## config.mk

```make
export PLATFORM = sky130hd
export DESIGN_NAME = voice_scheduler
export DESIGN_NICKNAME = d
export VERILOG_FILES = /design/src/rtl/voice_scheduler_pkg.sv /design/src/rtl/voice_regfile.sv /design/src/rtl/voice_scheduler.sv
export SDC_FILE = /design/constraint.sdc
export NUM_CORES = 1
export LEC_CHECK = 0
export ABC_CLOCK_PERIOD_IN_PS = 7900
export CAP_MARGIN = 20
export CORE_ASPECT_RATIO = 0.75
export CORE_MARGIN = 2
export CORE_UTILIZATION = 61
export DETAILED_ROUTE_END_ITERATION = 10
export PLACE_DENSITY = 0.8
export SLEW_MARGIN = 5
export SYNTH_ARGS = -nofsm -noshare
export SYNTH_HDL_FRONTEND = slang
export SYNTH_SLANG_ARGS = --single-unit
```

## constraint.sdc

```tcl
create_clock -name CLK -period 7.9 [get_ports CLK]
set_input_delay 0.79 -clock CLK [delete_from_list [all_inputs] [get_ports CLK]]
set_output_delay 0.79 -clock CLK [all_outputs]
set_load 0.1 [all_outputs]
```

## src/rtl/voice_scheduler_pkg.sv

```systemverilog
`default_nettype none
// ============================================================================
// Module      : voice_scheduler_pkg
// Description : Shared types and widths for the time-multiplexed voice
//               scheduler (FSM state encoding, LUT phase and sample widths).
// Revision    : 1.0 - initial release
// ============================================================================
package voice_scheduler_pkg;

    // Sweep sequencer states
    typedef enum logic [1:0] {
        ST_IDLE  = 2'd0,
        ST_ISSUE = 2'd1,
        ST_DRAIN = 2'd2,
        ST_DONE  = 2'd3
    } sched_state_t;

    // Phase index presented to the shared wave lookup
    localparam int LUT_PHASE_W = 7;

    // Unsigned sample returned by the wave lookup
    localparam int SAMPLE_W    = 8;

endpackage : voice_scheduler_pkg
`default_nettype wire

```

## src/rtl/voice_regfile.sv

```systemverilog
`default_nettype none
// ============================================================================
// Module      : voice_regfile
// Description : Per-voice INC / GATE / ACC storage. One config write port and
//               one indexed read/update port used by the sweep sequencer.
//               A config write to the voice being updated in the same cycle
//               wins: the new INC is stored and a gate-off clears ACC.
// Revision    : 1.0 - initial release
// ============================================================================
module voice_regfile
    import voice_scheduler_pkg::*;
#(
    parameter int NUM_VOICES = 8,
    parameter int ACC_W      = 16,
    parameter int VW         = 3
) (
    input  logic                   clk,
    input  logic                   rst_n,
    // Configuration write port
    input  logic                   i_wr_en,
    input  logic [VW-1:0]          i_wr_voice,
    input  logic [ACC_W-1:0]       i_wr_inc,
    input  logic                   i_wr_gate,
    // Indexed read / accumulate port
    input  logic                   i_upd_en,
    input  logic [VW-1:0]          i_rd_voice,
    output logic [LUT_PHASE_W-1:0] o_rd_phase,
    output logic                   o_rd_gate
);

    logic [ACC_W-1:0]      r_inc [NUM_VOICES];
    logic [ACC_W-1:0]      r_acc [NUM_VOICES];
    logic [NUM_VOICES-1:0] r_gate;

    // Phase accumulate on issue, then let a same-cycle config write override
    always_ff @(posedge clk or negedge rst_n) begin
        if (!rst_n) begin
            for (int i = 0; i < NUM_VOICES; i++) begin
                r_inc[i] <= '0;
                r_acc[i] <= '0;
            end
            r_gate <= '0;
        end else begin
            if (i_upd_en) begin
                if (r_gate[i_rd_voice]) begin
                    r_acc[i_rd_voice] <= r_acc[i_rd_voice] + r_inc[i_rd_voice];
                end else begin
                    r_acc[i_rd_voice] <= '0;
                end
            end
            if (i_wr_en) begin
                r_inc[i_wr_voice]  <= i_wr_inc;
                r_gate[i_wr_voice] <= i_wr_gate;
                if (!i_wr_gate) begin
                    r_acc[i_wr_voice] <= '0;
                end
            end
        end
    end

    // Read side reflects the pre-update accumulator of the indexed voice
    assign o_rd_phase = r_acc[i_rd_voice][ACC_W-1 -: LUT_PHASE_W];
    assign o_rd_gate  = r_gate[i_rd_voice];

endmodule : voice_regfile
`default_nettype wire

```

## src/rtl/voice_scheduler.sv

```systemverilog
`default_nettype none
// ============================================================================
// Module      : voice_scheduler
// Description : Time-multiplexed voice sweep. On each accepted sample strobe
//               every voice's phase is issued to a shared wave lookup, the
//               returned samples of gated voices are summed, and the total is
//               presented on MIX_OUT with a one-cycle MIX_VALID strobe.
//               Optional macro VOICE_SCHED_OVERRUN_EN adds OVERRUN / OVR_CNT
//               reporting of strobes that arrive while a sweep is running.
// Revision    : 1.0 - initial release
// ============================================================================
module voice_scheduler
    import voice_scheduler_pkg::*;
#(
    parameter  int NUM_VOICES  = 8,
    parameter  int LUT_LATENCY = 2,
    parameter  int ACC_W       = 16,
    localparam int VW          = $clog2(NUM_VOICES),
    localparam int MIX_W       = SAMPLE_W + VW
) (
    input  logic                   CLK,
    input  logic                   RST_N,
    input  logic                   SAMPLE_CE,
    input  logic                   CFG_WE,
    input  logic [VW-1:0]          CFG_VOICE,
    input  logic [ACC_W-1:0]       CFG_INC,
    input  logic                   CFG_GATE,
    output logic                   LUT_CE,
    output logic [LUT_PHASE_W-1:0] LUT_PHASE,
    input  logic [SAMPLE_W-1:0]    LUT_SAMPLE,
    output logic [MIX_W-1:0]       MIX_OUT,
    output logic                   MIX_VALID,
    output logic                   BUSY
`ifdef VOICE_SCHED_OVERRUN_EN
    ,
    output logic                   OVERRUN,
    output logic [7:0]             OVR_CNT
`endif
);

    localparam int DW = (LUT_LATENCY > 1) ? $clog2(LUT_LATENCY) : 1;

    sched_state_t               r_state;
    sched_state_t               w_state_nxt;
    logic [VW-1:0]              r_voice;
    logic [VW-1:0]              w_voice_nxt;
    logic [DW-1:0]              r_drain;
    logic [DW-1:0]              w_drain_nxt;
    logic                       w_issue;
    logic                       w_done;
    logic [LUT_PHASE_W-1:0]     w_rd_phase;
    logic                       w_rd_gate;
    logic [LUT_LATENCY-1:0]     r_dly_vld;
    logic [LUT_LATENCY-1:0]     r_dly_gate;
    logic [MIX_W-1:0]           r_sum;
    logic [MIX_W-1:0]           r_mix;
    logic                       r_mix_valid;

    voice_regfile #(
        .NUM_VOICES (NUM_VOICES),
        .ACC_W      (ACC_W),
        .VW         (VW)
    ) u_regfile (
        .clk        (CLK),
        .rst_n      (RST_N),
        .i_wr_en    (CFG_WE),
        .i_wr_voice (CFG_VOICE),
        .i_wr_inc   (CFG_INC),
        .i_wr_gate  (CFG_GATE),
        .i_upd_en   (w_issue),
        .i_rd_voice (r_voice),
        .o_rd_phase (w_rd_phase),
        .o_rd_gate  (w_rd_gate)
    );

    // State, voice index and drain counter registers
    always_ff @(posedge CLK or negedge RST_N) begin
        if (!RST_N) begin
            r_state <= ST_IDLE;
            r_voice <= '0;
            r_drain <= '0;
        end else begin
            r_state <= w_state_nxt;
            r_voice <= w_voice_nxt;
            r_drain <= w_drain_nxt;
        end
    end

    // Sweep sequencing and lookup request generation
    always_comb begin
        w_state_nxt = r_state;
        w_voice_nxt = r_voice;
        w_drain_nxt = r_drain;
        w_issue     = 1'b0;
        w_done      = 1'b0;
        LUT_CE      = 1'b0;
        LUT_PHASE   = '0;
        case (r_state)
            ST_IDLE: begin
                if (SAMPLE_CE) begin
                    w_state_nxt = ST_ISSUE;
                    w_voice_nxt = '0;
                end
            end
            ST_ISSUE: begin
                w_issue   = 1'b1;
                LUT_CE    = 1'b1;
                LUT_PHASE = w_rd_phase;
                if (r_voice == VW'(NUM_VOICES - 1)) begin
                    w_state_nxt = ST_DRAIN;
                    w_drain_nxt = '0;
                end else begin
                    w_voice_nxt = r_voice + 1'b1;
                end
            end
            ST_DRAIN: begin
                // Keep the lookup clocked until the last voice's sample lands
                LUT_CE = 1'b1;
                if (r_drain == DW'(LUT_LATENCY - 1)) begin
                    w_state_nxt = ST_DONE;
                end else begin
                    w_drain_nxt = r_drain + 1'b1;
                end
            end
            ST_DONE: begin
                w_done      = 1'b1;
                w_state_nxt = ST_IDLE;
            end
            default: begin
                w_state_nxt = ST_IDLE;
            end
        endcase
    end

    // Issue tags travel alongside the lookup so returning samples can be qualified
    always_ff @(posedge CLK or negedge RST_N) begin
        if (!RST_N) begin
            r_dly_vld  <= '0;
            r_dly_gate <= '0;
        end else begin
            r_dly_vld[0]  <= w_issue;
            r_dly_gate[0] <= w_issue & w_rd_gate;
            for (int i = 1; i < LUT_LATENCY; i++) begin
                r_dly_vld[i]  <= r_dly_vld[i-1];
                r_dly_gate[i] <= r_dly_gate[i-1];
            end
        end
    end

    // Running sum of gated samples; published and cleared in DONE
    always_ff @(posedge CLK or negedge RST_N) begin
        if (!RST_N) begin
            r_sum       <= '0;
            r_mix       <= '0;
            r_mix_valid <= 1'b0;
        end else begin
            r_mix_valid <= w_done;
            if (w_done) begin
                r_mix <= r_sum;
                r_sum <= '0;
            end else if (r_dly_vld[LUT_LATENCY-1] && r_dly_gate[LUT_LATENCY-1]) begin
                r_sum <= r_sum + MIX_W'(LUT_SAMPLE);
            end
        end
    end

    assign MIX_OUT   = r_mix;
    assign MIX_VALID = r_mix_valid;
    assign BUSY      = (r_state != ST_IDLE);

`ifdef VOICE_SCHED_OVERRUN_EN
    logic       r_overrun;
    logic [7:0] r_ovr_cnt;

    // Flag and count strobes that land while a sweep is already running
    always_ff @(posedge CLK or negedge RST_N) begin
        if (!RST_N) begin
            r_overrun <= 1'b0;
            r_ovr_cnt <= '0;
        end else begin
            r_overrun <= SAMPLE_CE & BUSY;
            if (SAMPLE_CE && BUSY && (r_ovr_cnt != 8'hFF)) begin
                r_ovr_cnt <= r_ovr_cnt + 8'd1;
            end
        end
    end

    assign OVERRUN = r_overrun;
    assign OVR_CNT = r_ovr_cnt;
`endif

endmodule : voice_scheduler
`default_nettype wire

```

# --- Word level (Yosys, flattened, before mapping) ---
# Index checks and enable logic that the tools add are counted.
op_classes:
  magnitude_cmp: 7
  add_sub_neg: 4
  eq_ne: 8
  reduce_logical: 13
  n_bitwise: 7
  n_mux: 37
op_table:
  columns: ["cell", "count"]
  rows:
  - ["128-bit two-way mux", 4]
  - ["128-bit AND", 2]
  - ["128-bit bitwise mux", 2]
  - ["128-bit inverter", 2]
  - ["16-bit binary-select mux with 3-bit select", 2]
  - ["16-bit demux with 3-bit select", 2]
  - ["16-bit two-way mux", 6]
  - ["11-bit two-way mux", 2]
  - ["16-bit adder", 1]
  - ["11-bit by 8-bit adder with 11-bit output", 1]
  - ["8-bit bitwise mux", 1]
  - ["4-bit >= comparator, second input constant", 2]
  - ["3-bit by 4-bit less-than comparator with 1-bit output, second input constant", 2]
  - ["4-bit by 1-bit less-than comparator with 1-bit output, second input constant", 2]
  - ["2-bit != test, second input constant", 4]
  - ["3-bit inverter with 4-bit output", 2]
  - ["2-bit one-hot mux with 4 select lines", 1]
  - ["2-bit nonzero test", 4]
  - ["1-bit two-way mux", 7]
  - ["7-bit two-way mux", 1]
  - ["2-bit two-way mux", 3]
  - ["3-bit two-way mux", 2]
  - ["3-bit one-hot mux with 2 select lines", 1]
  - ["3-bit AND reduction", 2]
  - ["other kinds (14)", 18]
totals:
  output_inout_bits: 21
  register_bits: 297
  word_cells: 101
  inputBits: 32

# --- Logic depth before layout (Yosys ltp) ---
# Gate-level depths: netlist (run 1).
depth:
  ltp_word: 12
  ltp_mapped: 16
  ltp_nobuf: 12

# --- Modules after synthesis ---
# A second synthesis (run 1) with hierarchy kept.
unflattened:
  hier_cells: 1283
  hier_area_um2: 14269.9
by_module_without_submodules:
  columns: ["module", "n_inst", "cells_each", "seq_area_each_um2", "area_each_um2"]
  rows:
  - ["voice_regfile", 1, 1111, 6606.3, 12480.7]
  - ["voice_scheduler", 1, 172, 825.8, 1789.2]

# --- Least setup slack after synthesis (run 1) ---
# No wires, ideal clock.
synth_path:
  path_kind: "reg-to-output"
  start: "register r_voice[2]"
  end: "output LUT_PHASE[1]"
  n_path_buf: 4
  slack_ns: 4.133
  required_time_ns: 7.110
  stages_incl_launch_ff: 8
  t_arrival_ns: 2.977
  cell_sequence: "dfrtp_1 buf_6 buf_6 buf_2 clkbuf_1 mux4_2 nand2_1 a21oi_1"
synth_between:
  elab_chain_len: 5
synth_rtl:
  columns: ["item", "line", "text"]
  rows:
  - ["start: declaration", "voice_scheduler.sv:45", "logic [VW-1:0] r_voice;"]
  - ["start signal: assignment", "voice_scheduler.sv:84", "r_voice <= w_voice_nxt;"]
  - ["3-bit inverter with 4-bit output (implied by the code)", "voice_regfile.sv:62", "assign o_rd_phase = r_acc[i_rd_voice][ACC_W-1 -: LUT_PHASE_W];"]
  - ["16-bit binary-select mux with 3-bit select", "voice_regfile.sv:62", null]
  - ["16-bit two-way mux (implied by the code) (2 in series)", "voice_regfile.sv:62", null]
  - ["7-bit two-way mux", "voice_scheduler.sv:98", "case (r_state)"]
  - ["end: declaration", "voice_scheduler.sv:29", "output logic [LUT_PHASE_W-1:0] LUT_PHASE,"]
# No other way between the ends. The select of a mux whose other input is x is not followed.

# --- Worst setup path after layout (run 1) ---
layout_path:
  start: "register r_voice[0]"
  end: "output LUT_PHASE[2]"
# The elaborated chain is that of the path after synthesis.

==> flow_summary.yaml, run 1 <==
synthesis:
  ys_warn_count: 0
  synth_area_leader_cell: "dfrtp_1"
  yosysUniqueCellTypes: 70
  ys_seq_elements: 297
  avgSynthCellArea_um2: 10.7
  async_reset_ff_share_pct: 100
  synthCells: 1364
  ys_seq_area_share_pct: 51.0
  synth_area_mm2: 0.0146
  synth.top_cell.area_share_pct: 51.0
  ys.flop_type: "dfrtp_1"
  syn_nets: 1428
  synth_edf_count: 0
  synth_area_leaders: "dfrtp_1 51%, mux2_2 11%, nand2_1 4.5%"
worst_setup_path:
  worstPathArrival_ns: 4.05
  critical_path.startpoint_type: "flop"
  cp_max_fo: 33
  path_class: "flop to output port"
  crit_required_ns: 7.11
  endpoint_kind: "output port"
grt:
  gr-usage-all-layers_pct: 33.3
  grt-ovfl-total: 0
  grt_max_degree: 166
  grt_pass1_vias: 11499
  antenna_found_initial: 0
  grt_pass1_wl_mm: 64.5
timing:
  setup_slack_ns: 3.06
  setup_viol: 0
  fmax_mhz: 207
  skew_ns: 0.0130
  rsz0062_at_grt: "no"
  drv_slew: 0
  relSlewSlack_pct: 21.5
  tns_ns: 0
  tightest_slew_ns: 1.17
  fin_crit_ns: 4.84
  hold_viol: 0
  period_share_pct: 61.3
routing:
  vias: 11754
  via_per_inst: 6.87
  drt-total-wl_mm: 41.1
  drcViolationCount: 0
  ant_nets: 0
  wire_per_inst_um: 24.0
  drtIter0Drc: 1543
  drt-pass1-iter-count: 7
clock_tree:
  cts.repair.resized: 0
  cts_hold_buffers: 0
  numCtsBuffers: 29
  root_buffer: "clkbuf_16"
  clock_sinks: 297
  clockBufferDepth: 3
  clock_latency_ns: 0.55
  clk_pin_slew_ns: 0.06
  cts_tree: "built"
  h-tree-depth: 1
  post-cts-setup-buffers: 0
floorplanning:
  rows: 48
  io_pins: 53
  design.die.area_mm2: 0.0252
  die_h_um: 138
  coreArea_mm2: 0.0232
  initial_core_util_pct: 62.7
  die_w_um: 183
pwr:
  powerDensity_mw_per_mm2: 400
  vdd_ir_drop_max_mv: 0.226
  leakagePower_uw: 0.00715
place:
  pre_cts_ws_ns: 3.43
  place.port_buffers: 52
  dp.cells: 1660
  finalWeightedCongestion: 0.935
  dp_hpwl_mm: 26.2
cells_and_area:
  final_common_cell: "dfrtp_1"
  layout_common_cells: "297 x dfrtp_1, 175 x nand2_1, 145 x mux2_2"
  syn_to_final_growth_pct: 12.2
  num_antenna_cells: 0
  final_cell_count_no_fill: 1710
  fill_cells: 1660
  num-nets-final: 1457
  drive_gt1_share_pct: 17.0
flow_run:
  cap_violations: 0
status:
  status: "completed"
hold_path:
  worst_hold_path_type: "input port to asynchronous set/reset pin"
path summary, 6_finish.rpt:
path,cells past startpoint,endpoint,start,slack (ns)
min reg2reg,0,r_dly_vld[1],r_dly_vld[0],0.35
min in group CLK,0,r_dly_vld[1],r_dly_vld[0],0.35
max reg2reg,13,u_regfile.r_acc[126],r_voice[0],3.18
max,7,LUT_PHASE[2],r_voice[0],3.06
max in group asynchronous,2,u_regfile.r_inc[104],RST_N,6.14
min,1,MIX_OUT[4],RST_N,0.33
state kept, by name, summed over array words and instances (netlist names), 2 cells and up:
| signal | count |
|---|---|
| r_dly_gate | 2 |
| r_voice | 3 |
| u_regfile.r_gate | 8 |
| MIX_OUT | 11 |
| r_state | 2 |
| r_dly_vld | 2 |
| u_regfile.r_inc | 128 |
| r_sum | 11 |
| u_regfile.r_acc | 128 |
worst max-delay path: stages (launching register included):
cell	delay, ns
dfrtp_1	0.33
buf_4	0.35
nor3b_4	0.80
buf_4	0.39
a22oi_1	0.13
nand3_1	0.20
and2_1	0.16
clkdlybuf4s50_1	1.12
kinds of logic (layout without fill, tap and decap cells):
group / after synthesis / count (layout) / synth area share, %
flip-flops: 297 / 297 / 51.0
buffers and inverters: 94 / 140 / 2.72
XOR/XNOR: 16 / 16 / 1.06
multiplexers: 162 / 162 / 12.6
adder cells (fa/ha/maj): 32 / 32 / 2.85
AO/OA/AOI/OAI: 341 / 341 / 16.1
AND/OR/NAND/NOR: 422 / 422 / 13.7
per-layer routing:
| layer | share of wire, % | track usage [%] | up-vias | routed length [um] |
|---|---|---|---|---|
| met3 | 12 | 10.5 | 101 | 5050 |
| met1 | 42 | 47.3 | 5848 | 17200 |
| li1 | - | - | 5076 | - |
| met5 | 0 | 0 | - | 0 |
| met4 | 3.2 | 12.3 | 0 | 1330 |
| met2 | 43 | 48.4 | 729 | 17600 |
Yosys cell counts, types with 4 or more instances:
master	n
and2_1	21
buf_2	18
a22oi_1	86
a211oi_1	7
a21oi_1	84
a21o_1	7
mux2_2	145
o21ai_0	49
nand4b_1	4
buf_1	4
nor4_1	4
a211o_1	4
ha_1	30
a22o_1	42
nand2_1	175
o211ai_1	15
xor2_1	6
nand2b_1	6
mux2i_1	11
and3b_1	5
nor2_1	70
inv_1	11
clkbuf_1	54
nor3_1	22
a221o_1	5
dfrtp_1	297
a31oi_1	8
nand3_1	69
xnor2_1	8
nand4_1	22
a221oi_1	16
stage by stage:
step           total power [uW]  instance area, um^2  utilization [%]  hold slack (ns)
6_report                   6550                16400             70.4            0.333
3_3_place_gp               4990                15400             66.3            0.333
3_5_place_dp               5070                15400             66.3            0.335
4_1_cts                    6450                16300             70.3            0.348
2_1_floorplan              4220                14600                -            0.331
5_1_grt                    6850                16400             70.4            0.365
power breakdown:
group	internal [uW]	switching (uW)
clock	791	581
sequential	1960	271
combinational	937	2000
layout make-up:
type                            count  area (um^2)  area share, %
Clock inverter                      8          104          0.634
Inverter                           13         48.8          0.298
Multi-Input combinational cell    973         6830           41.7
Sequential cell                   297         7430           45.4
Tap cell                          300          375           2.29
Timing Repair Buffer               79          748           4.57
Clock buffer                       40          827           5.05
(Power assumes the default switching activity.)
==> run 2: changes to the inputs <==
- ABC_CLOCK_PERIOD_IN_PS: 7900 -> 4550
- clock period: 7.9 -> 4.55 ns (I/O delays scaled with it)
==> flow_summary.yaml, run 2 (synthesis results as in run 1) <==
pwr:
  seqPwrFrac_pct: 34.3
  switching_share_pct: 43.4
  p_int_uw: 6520
  vdd_ir_drop_max_mv: 0.481
  p_comb_share_pct: 44.4
  p_sw_uw: 5000
  power_frac_clock_pct: 21.3
  finalPower_uw: 11500
  leakagePower_uw: 0.00725
  powerDensity_mw_per_mm2: 697
cells_and_area:
  layout_common_cells: "296 x dfrtp_1, 175 x nand2_1, 145 x mux2_2"
  reg.largest.list: "u_regfile.r_acc (128), u_regfile.r_inc (128)"
  multi_input_area_mm2: 0.00684
  num_antenna_cells: 0
  drive_gt1_share_pct: 18.4
  post-route-util_pct: 71.1
  regArea_mm2: 0.00743
  syn_to_final_growth_pct: 13.3
  fill_cells: 1681
  final_common_cell: "dfrtp_1"
  num-nets-final: 1473
hold_path:
  worst_hold_path_type: "input port to asynchronous set/reset pin"
timing:
  fmax_mhz: 232
  hold_viol: 26
  setup_viol: 0
  fin_crit_ns: 4.30
  tightest_slew_ns: 1.06
  rsz0062_at_grt: "no"
  period_share_pct: 94.5
  timing.hold.ws_ns: -0.0393
  skew_ns: 0.0188
  drv_slew: 0
  relSlewSlack_pct: 29.1
  tns_ns: 0
clock_tree:
  numCtsBuffers: 29
  h-tree-depth: 1
  clockBufferDepth: 3
  clk_pin_slew_ns: 0.07
  post-cts-setup-buffers: 0
  clock_latency_ns: 0.56
  cts_tree: "built"
  clock_sinks: 297
  root_buffer: "clkbuf_16"
routing:
  drt-pass1-iter-count: 7
  ant_nets: 0
  drtIter0Drc: 1822
  highest_layer: "met4"
  met1_length_mm: 17.5
  drcViolationCount: 0
  wl_met3_mm: 5.47
  dr_wl_met2_mm: 18.1
  via_per_inst: 6.95
  vias: 12035
  drt-total-wl_mm: 42.7
  wire_per_inst_um: 24.7
floorplanning:
  initial_core_util_pct: 62.7
  coreArea_mm2: 0.0232
  rows: 48
  io_pins: 53
  design.die.area_mm2: 0.0252
  die_h_um: 138
  die_w_um: 183
worst_setup_path:
  worstPathArrival_ns: 4.74
  path_cells: "buf_4 -> nor3b_2 -> buf_12 -> a22oi_1 -> nand4_1 -> ha_1 -> fa_1 -> a211oi_1 -> o211ai_2 -> a31oi_1 -> a211o_1 -> nor4_1 -> a211o_1"
  cp_max_fo: 28
  crit_required_ns: 4.99
  endpoint_kind: "flop"
  critPathBufInv: 2
  cp_common_cell: "a211o_1"
  cp_top_family: "compound AO/OA/AOI/OAI gates"
  path_class: "flop to flop"
  slowest_stage: "dfrtp_1"
  critical_path.startpoint_type: "flop"
  cp_slowest_stage_delay_ns: 0.58
place:
  place.port_buffers: 52
  finalWeightedCongestion: 0.983
  dp_hpwl_mm: 28.6
grt:
  gr-usage-all-layers_pct: 34.7
  grt-ovfl-total: 0
  antenna_found_initial: 0
  grt_pass1_vias: 11728
  grt_max_degree: 116
  grt_pass1_wl_mm: 67.0
status:
  status: "finished, violations left"
  violations: "hold timing"
flow_run:
  cap_violations: 0
run 2: cell count changes in the layout (fill, tap and decap cells not counted), moves of 2 or more:
cell,previous run,this run
buf_12,1,4
buf_4,24,46
buf_6,2,0
bufinv_16,2,4
clkbuf_1,5,12
clkbuf_8,6,1
clkdlybuf4s50_1,51,44
run 2: path summary, 6_finish.rpt:
check                             start              endpoint  slack, ns  cells after the start
min reg2reg                r_dly_vld[0]          r_dly_vld[1]       0.35                      0
max in group asynchronous         RST_N   u_regfile.r_acc[34]       3.37                      2
max reg2reg                  r_voice[0]  u_regfile.r_acc[110]       0.25                     13
min in group CLK           r_dly_vld[0]          r_dly_vld[1]       0.35                      0
max                          r_voice[0]  u_regfile.r_acc[110]       0.25                     13
min                               RST_N            MIX_OUT[2]      -0.04                      1
run 2: power by group through the flow:
stage	Clock (uW)	Combinational, uW	Sequential (uW)
after floorplan	0	3400	3930
after global placement	0	4800	3930
after detailed placement	0	4930	3950
after CTS	2460	4970	3920
after global routing	2560	5500	4030
final	2450	5110	3960
run 2: timing repair:
| action | CTS | global route |
|---|---|---|
| endpoints found under the hold margin | 0 | 0 |
| endpoints found under the setup margin | 0 | 2 |
| resized for setup | 0 | 2 |
| hold buffers | 0 | 0 |
run 2: through the flow:
stage | area (um^2) | setup WS [ns] | hold WS, ns | std cells
6_report | 16500 | 0.248 | -0.0393 | 1732
5_1_grt | 16500 | 0.0727 | 0.0275 | 1732
4_1_cts | 16500 | 0.314 | 0.0278 | 1732
3_5_place_dp | 15600 | 0.388 | 0.336 | 1678
3_3_place_gp | 15600 | 0.630 | 0.333 | 1678
2_1_floorplan | 14600 | 0.943 | 0.159 | 1364
run 2: metal layers:
metal / vias to the layer above / global-route usage, %
li1: 5125 / -
met1: 5946 / 49.0
met2: 820 / 50.4
met3: 144 / 10.9
met4: 0 / 13.2
met5: - / 0
run 2: cell type report:
cell class                      count  share of cell area (%)
Clock inverter                     12                    1.02
Tap cell                          300                    2.27
Inverter                           13                   0.295
Multi-Input combinational cell    973                    41.4
Clock buffer                       42                    4.75
Sequential cell                   297                    45.0
Timing Repair Buffer               95                    5.33
==> run 3: changes to the inputs <==
- TNS_END_PERCENT: not set -> 5
==> results of run 3 <==
The final DEF is identical to that of run 2; final timing and power are the same.
